**src/rtl/fft_pkg.sv**
```systemverilog
// Shared definitions for the single-delay-feedback FFT controller.
//   DEF_LOG2N / DEF_N : default transform size (log2 and points)
//   state_t           : controller state encoding
package fft_pkg;

    localparam int DEF_LOG2N = 3;
    localparam int DEF_N     = 1 << DEF_LOG2N;

    typedef enum logic [1:0] {
        ST_IDLE   = 2'd0,
        ST_FILL   = 2'd1,
        ST_STREAM = 2'd2,
        ST_DRAIN  = 2'd3
    } state_t;

endpackage

```
**src/rtl/fft_sdf_ctrl_if.sv**
```systemverilog
// Handshake/status bundle between the SDF controller and its environment.
//   start, in_valid       : frame arm and sample-present strobes (to controller)
//   sel[LOG2N-1:0]        : per-stage mux/demux select (bit s -> stage s)
//   out_valid, out_first  : result strobe and first-result-of-frame marker
//   out_idx[CW-1:0]       : frequency bin of the current result
//   busy, err             : not-idle flag, mid-frame gap pulse
// master = environment side, slave = controller side.
interface fft_sdf_ctrl_if #(
    parameter int LOG2N = 3,
    parameter int CW    = LOG2N
);
    logic             start;
    logic             in_valid;
    logic [LOG2N-1:0] sel;
    logic             out_valid;
    logic             out_first;
    logic [CW-1:0]    out_idx;
    logic             busy;
    logic             err;

    modport master (
        output start, in_valid,
        input  sel, out_valid, out_first, out_idx, busy, err
    );

    modport slave (
        input  start, in_valid,
        output sel, out_valid, out_first, out_idx, busy, err
    );
endinterface

```
**src/rtl/sel_delay_line.sv**
```systemverilog
// Delays one bit of the sample counter by DEPTH advance steps to form a
// stage select. Shifts only while the pipeline advances; flush empties it.
//   clk, clear : clock, asynchronous active-low reset
//   en         : pipeline advances this cycle
//   flush      : synchronous clear when the frame is dropped / finished
//   d, q       : counter bit in, delayed select out
// DEPTH must be at least 1.
module sel_delay_line #(
    parameter int DEPTH = 1
) (
    input  logic clk,
    input  logic clear,
    input  logic en,
    input  logic flush,
    input  logic d,
    output logic q
);
    logic [DEPTH-1:0] tap_p;

    always_ff @(posedge clk or negedge clear) begin
        if (!clear) begin
            tap_p <= '0;
        end else if (flush) begin
            tap_p <= '0;
        end else if (en) begin
            tap_p[0] <= d;
            for (int i = 1; i < DEPTH; i++) begin
                tap_p[i] <= tap_p[i-1];
            end
        end
    end

    assign q = tap_p[DEPTH-1];
endmodule

```
**src/rtl/fft_sdf_ctrl.sv**
```systemverilog
// Control for a radix-2 single-delay-feedback FFT of N = 2^LOG2N points.
// Tracks the input sample counter, derives the per-stage selects from
// delayed counter bits, and produces the output strobe, first-of-frame flag
// and bit-reversed output bin. Intended for LOG2N >= 2.
//   clk   : clock, rising edge
//   clear : asynchronous active-low reset
//   bus   : fft_sdf_ctrl_if slave (start, in_valid in; sel, out_valid,
//           out_first, out_idx, busy, err out)
module fft_sdf_ctrl
    import fft_pkg::*;
#(
    parameter int LOG2N = DEF_LOG2N,
    parameter int CW    = LOG2N
) (
    input logic           clk,
    input logic           clear,
    fft_sdf_ctrl_if.slave bus
);
    localparam int N = 1 << LOG2N;
    // Counter value of the last FILL sample; the next cycle streams.
    localparam logic [LOG2N-1:0] CNT_LAST = LOG2N'(N - 2);

    state_t           state;
    state_t           state_nxt;
    logic             armed;
    logic             armed_nxt;
    logic [LOG2N-1:0] cnt;
    logic [LOG2N-1:0] ocnt;
    logic             adv;
    logic             flush;
    logic             err_c;
    logic             out_vld;
    logic [LOG2N-1:0] sel_p;
    logic [LOG2N-1:0] idx_rev;

    function automatic logic [LOG2N-1:0] bit_rev(input logic [LOG2N-1:0] v);
        logic [LOG2N-1:0] r;
        for (int i = 0; i < LOG2N; i++) begin
            r[i] = v[LOG2N-1-i];
        end
        return r;
    endfunction

    always_ff @(posedge clk or negedge clear) begin
        if (!clear) begin
            state <= ST_IDLE;
            armed <= 1'b0;
            cnt   <= '0;
            ocnt  <= '0;
        end else begin
            state <= state_nxt;
            armed <= armed_nxt;
            if (flush) begin
                cnt <= '0;
            end else if (adv) begin
                cnt <= cnt + 1'b1;
            end
            if (flush) begin
                ocnt <= '0;
            end else if (out_vld) begin
                ocnt <= ocnt + 1'b1;
            end
        end
    end

    // The boundary gap cycle in STREAM already counts as the first drain
    // step, so DRAIN proper ends when the counter reaches N-2.
    always_comb begin
        state_nxt = state;
        armed_nxt = armed;
        adv       = 1'b0;
        flush     = 1'b0;
        err_c     = 1'b0;
        case (state)
            ST_IDLE: begin
                if (bus.in_valid && (bus.start || armed)) begin
                    adv       = 1'b1;
                    armed_nxt = 1'b0;
                    state_nxt = ST_FILL;
                end else if (bus.start) begin
                    armed_nxt = 1'b1;
                end
            end
            ST_FILL: begin
                if (bus.in_valid) begin
                    adv = 1'b1;
                    if (cnt == CNT_LAST) begin
                        state_nxt = ST_STREAM;
                    end
                end else begin
                    err_c     = 1'b1;
                    flush     = 1'b1;
                    state_nxt = ST_IDLE;
                end
            end
            ST_STREAM: begin
                if (bus.in_valid) begin
                    adv = 1'b1;
                end else if (cnt == '0) begin
                    adv       = 1'b1;
                    state_nxt = ST_DRAIN;
                end else begin
                    err_c     = 1'b1;
                    flush     = 1'b1;
                    state_nxt = ST_IDLE;
                end
            end
            ST_DRAIN: begin
                if (cnt == CNT_LAST) begin
                    flush     = 1'b1;
                    state_nxt = ST_IDLE;
                end else begin
                    adv = 1'b1;
                end
            end
            default: begin
                flush     = 1'b1;
                state_nxt = ST_IDLE;
            end
        endcase
    end

    // Stage 0 has no delay; stage s sees the counter N - 2^(LOG2N-s) steps late.
    assign sel_p[0] = cnt[LOG2N-1];

    for (genvar s = 1; s < LOG2N; s++) begin : g_stage
        sel_delay_line #(
            .DEPTH(N - (1 << (LOG2N - s)))
        ) u_sel_dly (
            .clk  (clk),
            .clear(clear),
            .en   (adv),
            .flush(flush),
            .d    (cnt[LOG2N-1-s]),
            .q    (sel_p[s])
        );
    end

    assign out_vld       = (state == ST_STREAM) || (state == ST_DRAIN);
    assign idx_rev       = bit_rev(ocnt);
    assign bus.sel       = sel_p;
    assign bus.out_valid = out_vld;
    assign bus.out_first = out_vld && (ocnt == '0);
    assign bus.out_idx   = CW'(idx_rev);
    assign bus.busy      = (state != ST_IDLE);
    assign bus.err       = err_c;
endmodule

```
**src/flat_wrapper.sv**
```systemverilog
// flat-port wrapper written by rule: the top's interface ports become plain ports
module fft_sdf_ctrl_flat import fft_pkg::*;
#(
    parameter int LOG2N = DEF_LOG2N,
    parameter int CW    = LOG2N
)
  (clk, clear, bus_start, bus_in_valid, bus_sel, bus_out_valid, bus_out_first, bus_out_idx, bus_busy, bus_err);
  fft_sdf_ctrl_if #(.LOG2N(LOG2N), .CW(CW)) bus_i ();
  input logic clk;
  input logic clear;
  input wire logic [$bits(bus_i.start)-1:0] bus_start;
  input wire logic [$bits(bus_i.in_valid)-1:0] bus_in_valid;
  output wire logic [$bits(bus_i.sel)-1:0] bus_sel;
  output wire logic [$bits(bus_i.out_valid)-1:0] bus_out_valid;
  output wire logic [$bits(bus_i.out_first)-1:0] bus_out_first;
  output wire logic [$bits(bus_i.out_idx)-1:0] bus_out_idx;
  output wire logic [$bits(bus_i.busy)-1:0] bus_busy;
  output wire logic [$bits(bus_i.err)-1:0] bus_err;
  assign bus_i.start = bus_start;
  assign bus_i.in_valid = bus_in_valid;
  assign bus_sel = bus_i.sel;
  assign bus_out_valid = bus_i.out_valid;
  assign bus_out_first = bus_i.out_first;
  assign bus_out_idx = bus_i.out_idx;
  assign bus_busy = bus_i.busy;
  assign bus_err = bus_i.err;
  fft_sdf_ctrl #(.LOG2N(LOG2N), .CW(CW)) u_core (.clk(clk), .clear(clear), .bus(bus_i));
endmodule
```
**config.mk**
```make
export PLATFORM = sky130hd
export DESIGN_NAME = fft_sdf_ctrl_flat
export DESIGN_NICKNAME = d
export VERILOG_FILES = /design/src/rtl/fft_pkg.sv /design/src/rtl/fft_sdf_ctrl_if.sv /design/src/rtl/sel_delay_line.sv /design/src/rtl/fft_sdf_ctrl.sv /design/src/flat_wrapper.sv
export SDC_FILE = /design/constraint.sdc
export NUM_CORES = 1
export LEC_CHECK = 0
export CAP_MARGIN = 5
export CORE_MARGIN = 2
export CORE_UTILIZATION = 48
export DETAILED_ROUTE_END_ITERATION = 6
export PLACE_DENSITY_LB_ADDON = 0.08
export REMOVE_ABC_BUFFERS = 1
export SLEW_MARGIN = 20
export SYNTH_ARGS = -nofsm -noshare
export SYNTH_HDL_FRONTEND = slang
export SYNTH_SLANG_ARGS = --single-unit
export TNS_END_PERCENT = 30
```
**constraint.sdc**
```tcl
create_clock -name clk -period 1.98 [get_ports clk]
set_clock_uncertainty 0.2 [all_clocks]
set_input_delay 0.396 -clock clk [delete_from_list [all_inputs] [get_ports clk]]
set_output_delay 0.396 -clock clk [all_outputs]
set_load 0.005 [all_outputs]
```
==> metrics.cfg, run 1 <==
[timing]
worst_slew_pin_slew_ns = 0.382
slew_violations = 0
min_period_ns = 2.06
timing.fmax_ghz = 0.486
finalSetupViolations = 17
timing.final.hold_violations = 0
rsz_0062_raised_after_global_routing = yes
max_slew_headroom = 0.746
finalCritPeriodShare = 1.04
setup_ws_ns = -0.0796

[die]
die_h_um = 52.5
die_w_um = 52.5
core_area_sq_um = 2210
rows = 17
start_util = 0.510
ioPinCount = 14
fp.dieArea_sq_um = 2750

[clock_network]
htree_num_levels = 1
number_of_hold_buffers_added_after_cts = 0
worst_setup_hold_path_clk_slew_ns = 0.11
cts.sinks = 19
tritoncts = done
cts_root_buf = clkbuf_4
clock_path_buffers = 2
clkLatencyLatePin_ns = 0.31
cts_buffer_count = 3

[logic_synthesis]
synth_seq_cells = 19
seq_area_frac_synth = 0.422
yosysTopAreaCell = dfrtp_1
synth_top_cells_by_area = dfrtp_1 42%, mux2i_1 12%, ha_1 11%, nand3_1 7.1%, a21oi_1 3.1%
synthDistinctLibCells = 29
synth_enable_flop_cells = 0
synthesis.yosys.warnings = 0
share_of_the_synthesized_area_in_the_top_cell_type = 0.422
syn_area_sq_um = 1130
syn_area_per_cell_sq_um = 9.89
netlist_instances = 114
ys.flop_type = dfrtp_1
synth-async-reset-ratio = 1.00

[critical_path]
worst_path_cell_chain = inv_4 -> ha_4 -> a21oi_2 -> nor3b_2 -> buf_2
critPathKind = flip-flop to output pin
critical_path.startpoint_type = flip-flop
worst_ep_required_time_ns = 1.38
crit_path_top_delay_cell = dfrtp_2
critPathMaxStageDelay_ns = 0.46
setup.worst_path.end_class = output pin
arrival_time_reported_for_the_critical_path_endpoint_ns = 1.46
timing.critical_path.fanout_max = 4

[finish]
antenna_cells = 0
area_delta_synth_final_pct = 45.7
layout-drive-gt1-share = 0.427
nets = 165
multi_input_area_sq_um = 723
num-fill-cells = 172
regArea_sq_um = 478

[route]
ant_nets = 0
via_per_inst = 5.21
finalWirelength_um = 2620
detail_route.first_pass.iterations = 4
drt_iter0_drc = 7
wl_per_cell_um = 14.7
post-route-drc-count = 0
vias = 928

[grt]
antenna_found_initial = 0
pin_count_of_the_biggest_net_entering_global_routing = 20
grt-ovfl-total = 0
via_count_of_the_first_global_routing_pass = 891
grt_first_pass_wirelength_um = 3880
global_route.usage.total = 0.197

[placement]
final_weighted_congestion_in_routability_driven_placement = 0.806
port_buffers = 13
dpl.hpwl_um = 1570
post_place_worst_slack_ns = -0.224

[worst_hold_path]
holdCritPathClass = input pin to async pin

[power]
powerDensity_nw_per_um2 = 1450
leakage_power_nw = 0.800
power.total_mw = 2.38
peakVddDrop_uv = 971

[flow_run]
timing.max_cap.violations = 0

[run_status]
result_of_the_run = complete, but fails checks
failed_checks = setup timing

==> critical path, delay by kind of cell, from the launching register on <==
kind	cells	cell delay, ns
AOI/OAI and AO/OA	1	0.07
adders and majority gates	1	0.17
buffers and inverters	2	0.25
DFF	1	0.46
and+or+nand+nor	1	0.20
==> timing repair <==
item | 4_1_cts | 5_1_grt
pin swaps | 2 | 8
cloned | 0 | 2
gates resized for setup | 38 | 21
hold endpoints to repair | 0 | 0
setup endpoints to repair | 18 | 22
buffers inserted | 5 | 4
==> final cells by class <==
class	instances	area share
timing repair buffer	40	0.207
clock buffer	3	0.0137
clock inverter	1	0.00305
inverter	9	0.0236
tap	28	0.0213
multi-input combinational	78	0.440
sequential	19	0.291
==> routing by layer <==
| layer | GRT usage | vias up | routed length [um] |
|---|---|---|---|
| li1 | - | 466 | - |
| met5 | 0 | - | 0 |
| met1 | 0.230 | 441 | 1120 |
| met4 | 0.0641 | 0 | 24 |
| met3 | 0.0257 | 2 | 71 |
| met2 | 0.367 | 19 | 1400 |
==> Yosys cell counts (all sizes together) (2+ instances only) <==
cell / n
nor2: 7
mux2i: 13
dfrtp: 19
inv: 9
nand3: 16
buf: 6
nor3b: 2
ha: 10
nand2: 4
a21oi: 7
clkbuf: 2
o21ai: 3
nor2b: 2
==> power breakdown <==
| part | internal [mW] | leakage, nW | switching (mW) |
|---|---|---|---|
| sequential | 0.536 | 0.247 | 0.0970 |
| clock | 0.0754 | 0.0177 | 0.127 |
| combinational | 0.836 | 0.535 | 0.711 |
==> cells in the final DEF (no fill, tap or decap), drive strengths merged, types with 2 or more instances in the layout <==
cell type	instances
a21oi	7
buf	29
clkbuf	4
clkdlybuf4s50	9
dfrtp	19
ha	10
inv	9
mux2i	13
nand2	4
nand3	16
nor2	7
nor2b	2
nor3b	2
o21ai	3
==> logic make-up after synthesis <==
group | Yosys count | synth area share
fa+ha+maj | 10 | 0.111
simple gates | 36 | 0.162
compound gates | 16 | 0.0966
xor+xnor | 2 | 0.0155
buf+inv | 17 | 0.0677
mux | 14 | 0.125
flops | 19 | 0.422
==> stage by stage <==
step / TNS, ns / util / std cells / hold slack [ns] / area (sq um)
2_1_floorplan: -4.65 / - / 106 / -0.0996 / 1080
3_3_place_gp: -2.82 / 0.623 / 164 / 0.329 / 1380
3_5_place_dp: -3.21 / 0.623 / 164 / 0.338 / 1380
4_1_cts: -0.344 / 0.695 / 173 / 0.202 / 1540
5_1_grt: -1.86 / 0.743 / 178 / 0.210 / 1640
6_report: -0.489 / 0.743 / 178 / 0.203 / 1640
==> sequential cells by signal, summed over array words and instances (netlist names) <==
name                            cells
u_core.ocnt                         3
u_core.state                        2
u_core.armed                        1
u_core.g_stage.u_sel_dly.tap_p     10
u_core.cnt                          3
==> worst paths after layout <==
path	startpoint	end	slack [ns]	depth (start not counted)
min in group clk	u_core.g_stage[2].u_sel_dly.tap_p[3]$_DFFE_PN0P_	u_core.g_stage[2].u_sel_dly.tap_p[3]$_DFFE_PN0P_	0.34	2
hold reg to reg	u_core.g_stage[2].u_sel_dly.tap_p[3]$_DFFE_PN0P_	u_core.g_stage[2].u_sel_dly.tap_p[3]$_DFFE_PN0P_	0.34	2
max in group asynchronous	clear	u_core.state[0]$_DFFE_PN0P_	1.15	2
setup / recovery	u_core.state[0]$_DFFE_PN0P_	bus_err	-0.08	5
setup reg to reg	u_core.state[0]$_DFFE_PN0P_	u_core.g_stage[1].u_sel_dly.tap_p[3]$_DFFE_PN0P_	-0.05	7
hold / removal	clear	u_core.cnt[1]$_DFFE_PN0P_	0.20	2
No activity file was read; power rests on OpenSTA's default activity.
==> inputs of run 2 (changes only) <==
--- a/config.mk
+++ b/config.mk
@@ -5,7 +5,7 @@
 export SDC_FILE = /design/constraint.sdc
 export NUM_CORES = 1
 export LEC_CHECK = 0
-export CAP_MARGIN = 5
+export CAP_MARGIN = 20
 export CORE_MARGIN = 2
 export CORE_UTILIZATION = 48
 export DETAILED_ROUTE_END_ITERATION = 6
==> results of run 2 <==
Final layout, timing and power as in run 1 (identical DEF).
